**config.mk**
```make
export PLATFORM = sky130hd
export DESIGN_NAME = vga_scanout_flat
export DESIGN_NICKNAME = d
export VERILOG_FILES = /design/src/rtl/vga_scanout_if.sv /design/src/rtl/vga_scanout.sv /design/src/flat_wrapper.sv
export SDC_FILE = /design/constraint.sdc
export NUM_CORES = 1
export LEC_CHECK = 0
export CAP_MARGIN = 20
export CORE_MARGIN = 2
export CORE_UTILIZATION = 40
export DETAILED_ROUTE_END_ITERATION = 16
export PLACE_DENSITY = 0.67
export SKIP_LAST_GASP = 1
export SLEW_MARGIN = 5
export SYNTH_ARGS = -nofsm -noshare
export SYNTH_HDL_FRONTEND = slang
export SYNTH_SLANG_ARGS = --single-unit
```
**constraint.sdc**
```tcl
create_clock -name clk -period 3.2 [get_ports clk]
set_input_delay 0.64 -clock clk [delete_from_list [all_inputs] [get_ports clk]]
set_output_delay 0.64 -clock clk [all_outputs]
set_load 0.05 [all_outputs]
```
**src/rtl/vga_scanout_if.sv**
```systemverilog
// Scan-out bus: VRAM read port plus the VGA connector pins.
interface vga_scanout_if;
  logic [18:0] raddr;
  logic [7:0]  data;
  logic [3:0]  vga_r;
  logic [3:0]  vga_g;
  logic [3:0]  vga_b;
  logic        hsync;
  logic        vsync;
  logic        frame_start;

  modport master (
    output raddr,
    input  data,
    output vga_r,
    output vga_g,
    output vga_b,
    output hsync,
    output vsync,
    output frame_start
  );

  modport slave (
    input  raddr,
    output data,
    input  vga_r,
    input  vga_g,
    input  vga_b,
    input  hsync,
    input  vsync,
    input  frame_start
  );
endinterface

```
**src/rtl/vga_scanout.sv**
```systemverilog
// VGA scan-out: pixel-rate divider, h/v counters, VRAM addressing and
// registered amber RGB + syncs, all delayed by one pixel to match VRAM latency.
module vga_scanout #(
  parameter int unsigned CLK_DIV  = 4,
  parameter int unsigned H_ACTIVE = 640,
  parameter int unsigned H_FP     = 16,
  parameter int unsigned H_SYNC   = 96,
  parameter int unsigned H_BP     = 48,
  parameter int unsigned V_ACTIVE = 480,
  parameter int unsigned V_FP     = 10,
  parameter int unsigned V_SYNC   = 2,
  parameter int unsigned V_BP     = 33
) (
  input  logic          clk,
  input  logic          rst,
  vga_scanout_if.master bus
);

  localparam int unsigned H_TOTAL  = H_ACTIVE + H_FP + H_SYNC + H_BP;
  localparam int unsigned V_TOTAL  = V_ACTIVE + V_FP + V_SYNC + V_BP;
  localparam int unsigned DIV_W    = $clog2(CLK_DIV);
  localparam int unsigned H_W      = $clog2(H_TOTAL);
  localparam int unsigned V_W      = $clog2(V_TOTAL);
  localparam int unsigned ADDR_W   = 19;
  localparam int unsigned HS_FIRST = H_ACTIVE + H_FP;
  localparam int unsigned HS_LAST  = H_ACTIVE + H_FP + H_SYNC - 1;
  localparam int unsigned VS_FIRST = V_ACTIVE + V_FP;
  localparam int unsigned VS_LAST  = V_ACTIVE + V_FP + V_SYNC - 1;

  logic [DIV_W-1:0]  r_div;
  logic [H_W-1:0]    r_h;
  logic [V_W-1:0]    r_v;
  logic [3:0]        r_red;
  logic [3:0]        r_green;
  logic [3:0]        r_blue;
  logic              r_hsync;
  logic              r_vsync;
  logic              r_frame_start;

  logic              w_tick;
  logic              w_h_last;
  logic              w_v_last;
  logic              w_active;
  logic              w_hsync_n;
  logic              w_vsync_n;
  logic [ADDR_W-1:0] w_raddr;

  assign w_tick   = (r_div == DIV_W'(CLK_DIV - 1));
  assign w_h_last = (r_h == H_W'(H_TOTAL - 1));
  assign w_v_last = (r_v == V_W'(V_TOTAL - 1));
  assign w_active = (r_h < H_W'(H_ACTIVE)) && (r_v < V_W'(V_ACTIVE));

  // Constant multiply reduces to shift-add ((v<<9)+(v<<7) for 640 columns).
  assign w_raddr = w_active ? (ADDR_W'(r_v) * ADDR_W'(H_ACTIVE) + ADDR_W'(r_h))
                            : '0;

  assign w_hsync_n = !((r_h >= H_W'(HS_FIRST)) && (r_h <= H_W'(HS_LAST)));
  assign w_vsync_n = !((r_v >= V_W'(VS_FIRST)) && (r_v <= V_W'(VS_LAST)));

  // Pixel divider and raster counters; v advances on the same tick h wraps.
  always_ff @(posedge clk or posedge rst) begin
    if (rst) begin
      r_div <= '0;
      r_h   <= '0;
      r_v   <= '0;
    end else begin
      r_div <= w_tick ? '0 : r_div + DIV_W'(1);
      if (w_tick) begin
        r_h <= w_h_last ? '0 : r_h + H_W'(1);
        if (w_h_last) begin
          r_v <= w_v_last ? '0 : r_v + V_W'(1);
        end
      end
    end
  end

  // Pins load once per pixel, carrying the pixel the counters just left.
  always_ff @(posedge clk or posedge rst) begin
    if (rst) begin
      r_red         <= '0;
      r_green       <= '0;
      r_blue        <= '0;
      r_hsync       <= 1'b1;
      r_vsync       <= 1'b1;
      r_frame_start <= 1'b0;
    end else begin
      r_frame_start <= w_tick && w_h_last && w_v_last;
      if (w_tick) begin
        r_red   <= w_active ? bus.data[7:4] : 4'd0;
        r_green <= w_active ? bus.data[3:0] : 4'd0;
        r_blue  <= 4'd0;
        r_hsync <= w_hsync_n;
        r_vsync <= w_vsync_n;
      end
    end
  end

  assign bus.raddr       = w_raddr;
  assign bus.vga_r       = r_red;
  assign bus.vga_g       = r_green;
  assign bus.vga_b       = r_blue;
  assign bus.hsync       = r_hsync;
  assign bus.vsync       = r_vsync;
  assign bus.frame_start = r_frame_start;

endmodule

```
**src/flat_wrapper.sv**
```systemverilog
// flat-port wrapper written by rule: the top's interface ports become plain ports
module vga_scanout_flat 
#(
  parameter int unsigned CLK_DIV  = 4,
  parameter int unsigned H_ACTIVE = 640,
  parameter int unsigned H_FP     = 16,
  parameter int unsigned H_SYNC   = 96,
  parameter int unsigned H_BP     = 48,
  parameter int unsigned V_ACTIVE = 480,
  parameter int unsigned V_FP     = 10,
  parameter int unsigned V_SYNC   = 2,
  parameter int unsigned V_BP     = 33
)
  (clk, rst, bus_raddr, bus_data, bus_vga_r, bus_vga_g, bus_vga_b, bus_hsync, bus_vsync, bus_frame_start);
  vga_scanout_if bus_i ();
  input  logic clk;
  input  logic rst;
  output wire logic [$bits(bus_i.raddr)-1:0] bus_raddr;
  input wire logic [$bits(bus_i.data)-1:0] bus_data;
  output wire logic [$bits(bus_i.vga_r)-1:0] bus_vga_r;
  output wire logic [$bits(bus_i.vga_g)-1:0] bus_vga_g;
  output wire logic [$bits(bus_i.vga_b)-1:0] bus_vga_b;
  output wire logic [$bits(bus_i.hsync)-1:0] bus_hsync;
  output wire logic [$bits(bus_i.vsync)-1:0] bus_vsync;
  output wire logic [$bits(bus_i.frame_start)-1:0] bus_frame_start;
  assign bus_raddr = bus_i.raddr;
  assign bus_i.data = bus_data;
  assign bus_vga_r = bus_i.vga_r;
  assign bus_vga_g = bus_i.vga_g;
  assign bus_vga_b = bus_i.vga_b;
  assign bus_hsync = bus_i.hsync;
  assign bus_vsync = bus_i.vsync;
  assign bus_frame_start = bus_i.frame_start;
  vga_scanout #(.CLK_DIV(CLK_DIV), .H_ACTIVE(H_ACTIVE), .H_FP(H_FP), .H_SYNC(H_SYNC), .H_BP(H_BP), .V_ACTIVE(V_ACTIVE), .V_FP(V_FP), .V_SYNC(V_SYNC), .V_BP(V_BP)) u_core (.clk(clk), .rst(rst), .bus(bus_i));
endmodule
```
==> impl_metrics.ini, run 1 <==
[pwr]
swShare_pct = 26.1
p_comb_share_pct = 7.8
p_leak_nw = 1.64
ir_drop_uv = 294
p_int_uw = 593
power_frac_clock_pct = 39.2
switchingPower_uw = 209
finalPower_uw = 802
powerDensity_nw_per_um2 = 247
power_frac_seq_pct = 53.0

[placement]
dp_cells = 380
numPortBuffers = 39
pre_cts_ws_ns = -0.126
place_area_um2 = 3050
gp_congestion = 0.823
dp_hpwl_um = 3830

[logic_synthesis]
netlist_area_um2 = 2290
ys_warn_count = 0
synth.distinct_cells = 43
synth-edff-count = 0
synth_cells = 247
syn_avg_cell_area_um2 = 9.26
synth_flop_cell = dfrtp_1
async_flop_share_pct = 100
ys_ff_latch = 33
synth-seq-area-share_pct = 36.2

[cells_and_area]
postLayoutCoreUtil_pct = 59.0
n_fill_cell = 497
layout_commonest_cell = buf_4
fin_nets = 352
final_cell_mix = buf_4 (42), dfrtp_1 (29), clkdlybuf4s50_1 (20), nor2_1 (19), ha_1 (19)
antenna_cells = 0
stdcell_count = 389
post-route-cell-area_um2 = 3250
syn_to_final_growth_pct = 42.0
layout-drive-gt1-share_pct = 28.4

[critical_path]
worstPathMaxFanout = 3
critPathRequiredTime_ns = 2.56
rrSetupSlack_ns = 1.04
critPathCaptureType = output pin
reg2reg_from = u_core.r_div[0]
path_class = flip-flop to output pin
critPathLaunch = u_core.r_v[1]
crit_path_start_kind = flip-flop
ff2ff_path_depth = 8
arrival_ns = 2.89
crit_end = bus_raddr[18]
rr_endpoint = u_core.r_v[8]

[floorplanning]
chipWidth_um = 79.6
rows = 27
die_y_um = 79.6
dieArea_um2 = 6340
coreArea_um2 = 5510
num_io_pins = 44
initial_core_util_pct = 41.5

[run_status]
status = complete, but fails checks
violations = negative setup slack

[clocking]
numCtsBuffers = 5
cts-root-buf = clkbuf_8
cts_num_sinks = 33
clk_pin_slew_ns = 0.07
worstSkewPairLatency_ns = 0.29
clk_path_buf_depth = 2
tritoncts = built
ctsHtreeMaxLevel = 2

[sta]
clock.fmax_mhz = 284
max_slew.worst_pin.slew_ns = 0.510
slew_viol_final = 0
finClkSkew_ns = 0.00943
min_period_ns = 3.53
hold_slack_ns = 0.436
fin_crit_sh_pct = 110
tns_ns = -0.991
finalHoldViolations = 0
rsz0062_at_grt = true
slew-limit-headroom_pct = 65.9
setup-violations-final = 5
timing.final.ws_setup_ns = -0.326

[detailed_routing]
drt-wirelength-per-cell_um = 13.3
dr.first_iter.drc_count = 67
antenna_left = 0
vias = 1981
drt_wl_total_um = 5190
drcViolationCount = 0
drtPass1Iterations = 4
vias_per_cell = 5.09

[grt]
grt_pass1_wl_um = 9000
antenna_found_initial = 0
grt-ovfl-total = 0
track_usage_pct = 18.2
grt_max_degree = 34
grt_pass1_vias = 1993

[min_path]
hold_class = flip-flop to flip-flop

[flow_run]
maxCapViolations = 0
[routing by layer]
| metal | up-vias | global-route usage (%) | wire, um |
|---|---|---|---|
| li1 | 992 | - | - |
| met1 | 924 | 23.1 | 2320 |
| met2 | 54 | 30.3 | 2470 |
| met3 | 11 | 4.19 | 276 |
| met4 | 0 | 6.72 | 119 |
| met5 | - | 0 | 0 |
[synthesized netlist by cell type (2+ instances only)]
cell type / n / area [um^2]
dfrtp_1: 31 / 776
ha_1: 24 / 300
nor2_1: 24 / 90.1
nand2_1: 18 / 67.6
xnor2_1: 15 / 131
o21ai_0: 14 / 70.1
inv_1: 13 / 48.8
xor2_1: 12 / 105
nand3_1: 10 / 50.1
and3_1: 8 / 50.1
nand4_1: 8 / 50.1
a21o_1: 7 / 52.6
and2_1: 7 / 43.8
a21oi_1: 6 / 30.0
clkbuf_1: 6 / 22.5
buf_4: 5 / 37.5
nor3_1: 4 / 20.0
mux2_2: 3 / 33.8
a221oi_1: 2 / 17.5
dfstp_2: 2 / 52.6
fa_1: 2 / 40.0
nand3b_1: 2 / 15.0
nand4b_1: 2 / 17.5
o21bai_1: 2 / 15.0
or2_2: 2 / 12.5
[area by class of cell]
type	instances	area, um^2	area share (%)
clock buffers	5	68.8	2.12
clock inverters	3	17.5	0.539
inverters	13	48.8	1.50
multi-input cells	192	1530	47.0
flip-flops and latches	33	831	25.6
well taps	72	90.1	2.77
repair buffers	71	664	20.5
[cell families after synthesis]
logic type | share of synthesized area, %
AOI/OAI and AO/OA | 10.9
DFF | 36.2
xor gates and xnor gates | 10.3
adders and majority gates | 14.9
muxes | 1.91
and+or+nand+nor | 20.6
buffers and inverters | 4.98
other | 0.164
[registers in the layout, summed over array words and instances, names as in the netlist]
| name | flops |
|---|---|
| u_core.bus.frame_start | 1 |
| u_core.bus.hsync | 1 |
| u_core.bus.vga_g | 4 |
| u_core.bus.vga_r | 4 |
| u_core.bus.vsync | 1 |
| u_core.r_div | 2 |
| u_core.r_h | 10 |
| u_core.r_v | 10 |
[power by group through the flow]
stage	combinational (mW)	clock (mW)	sequential (mW)
after floorplan	0.0234	0	0.451
after global placement	0.0635	0	0.433
after detailed placement	0.0640	0	0.433
after CTS	0.0639	0.316	0.425
after global routing	0.0682	0.338	0.425
final	0.0628	0.314	0.425
[worst max-delay path, cell delays in order (launching register included)]
cell,delay (ns)
dfrtp_2,0.42
ha_4,0.25
ha_4,0.16
fa_2,0.35
a21o_1,0.22
a221oi_2,0.23
o21bai_1,0.11
xor2_1,0.18
or2_4,0.24
o41ai_4,0.23
buf_6,0.20
[how the worst min path moves through the flow]
stage                     depth (start not counted)              end             from
after floorplan                                   1  u_core.r_div[0]  u_core.r_div[0]
after global placement                            1  u_core.r_div[0]  u_core.r_div[0]
after detailed placement                          1  u_core.r_div[0]  u_core.r_div[0]
after CTS                                         1  u_core.r_div[0]  u_core.r_div[0]
after global routing                              1  u_core.r_div[0]  u_core.r_div[0]
final                                             1  u_core.r_div[0]  u_core.r_div[0]
[what timing repair did]
| item | 4_1_cts | 5_1_grt |
|---|---|---|
| buffers inserted | 1 | 0 |
| hold buffers | 0 | 0 |
| hold endpoints to repair | 0 | 0 |
| gates resized for setup | 11 | 8 |
| pin swaps | 19 | 5 |
| setup endpoints to repair | 5 | 9 |
Note: power is estimated with default switching activity, not from simulation.
==> run 2, diff against run 1 <==
- CTS_CLUSTER_SIZE: default -> 25
==> results of run 2 <==
The final DEF is identical to that of run 1; final timing and power are the same.
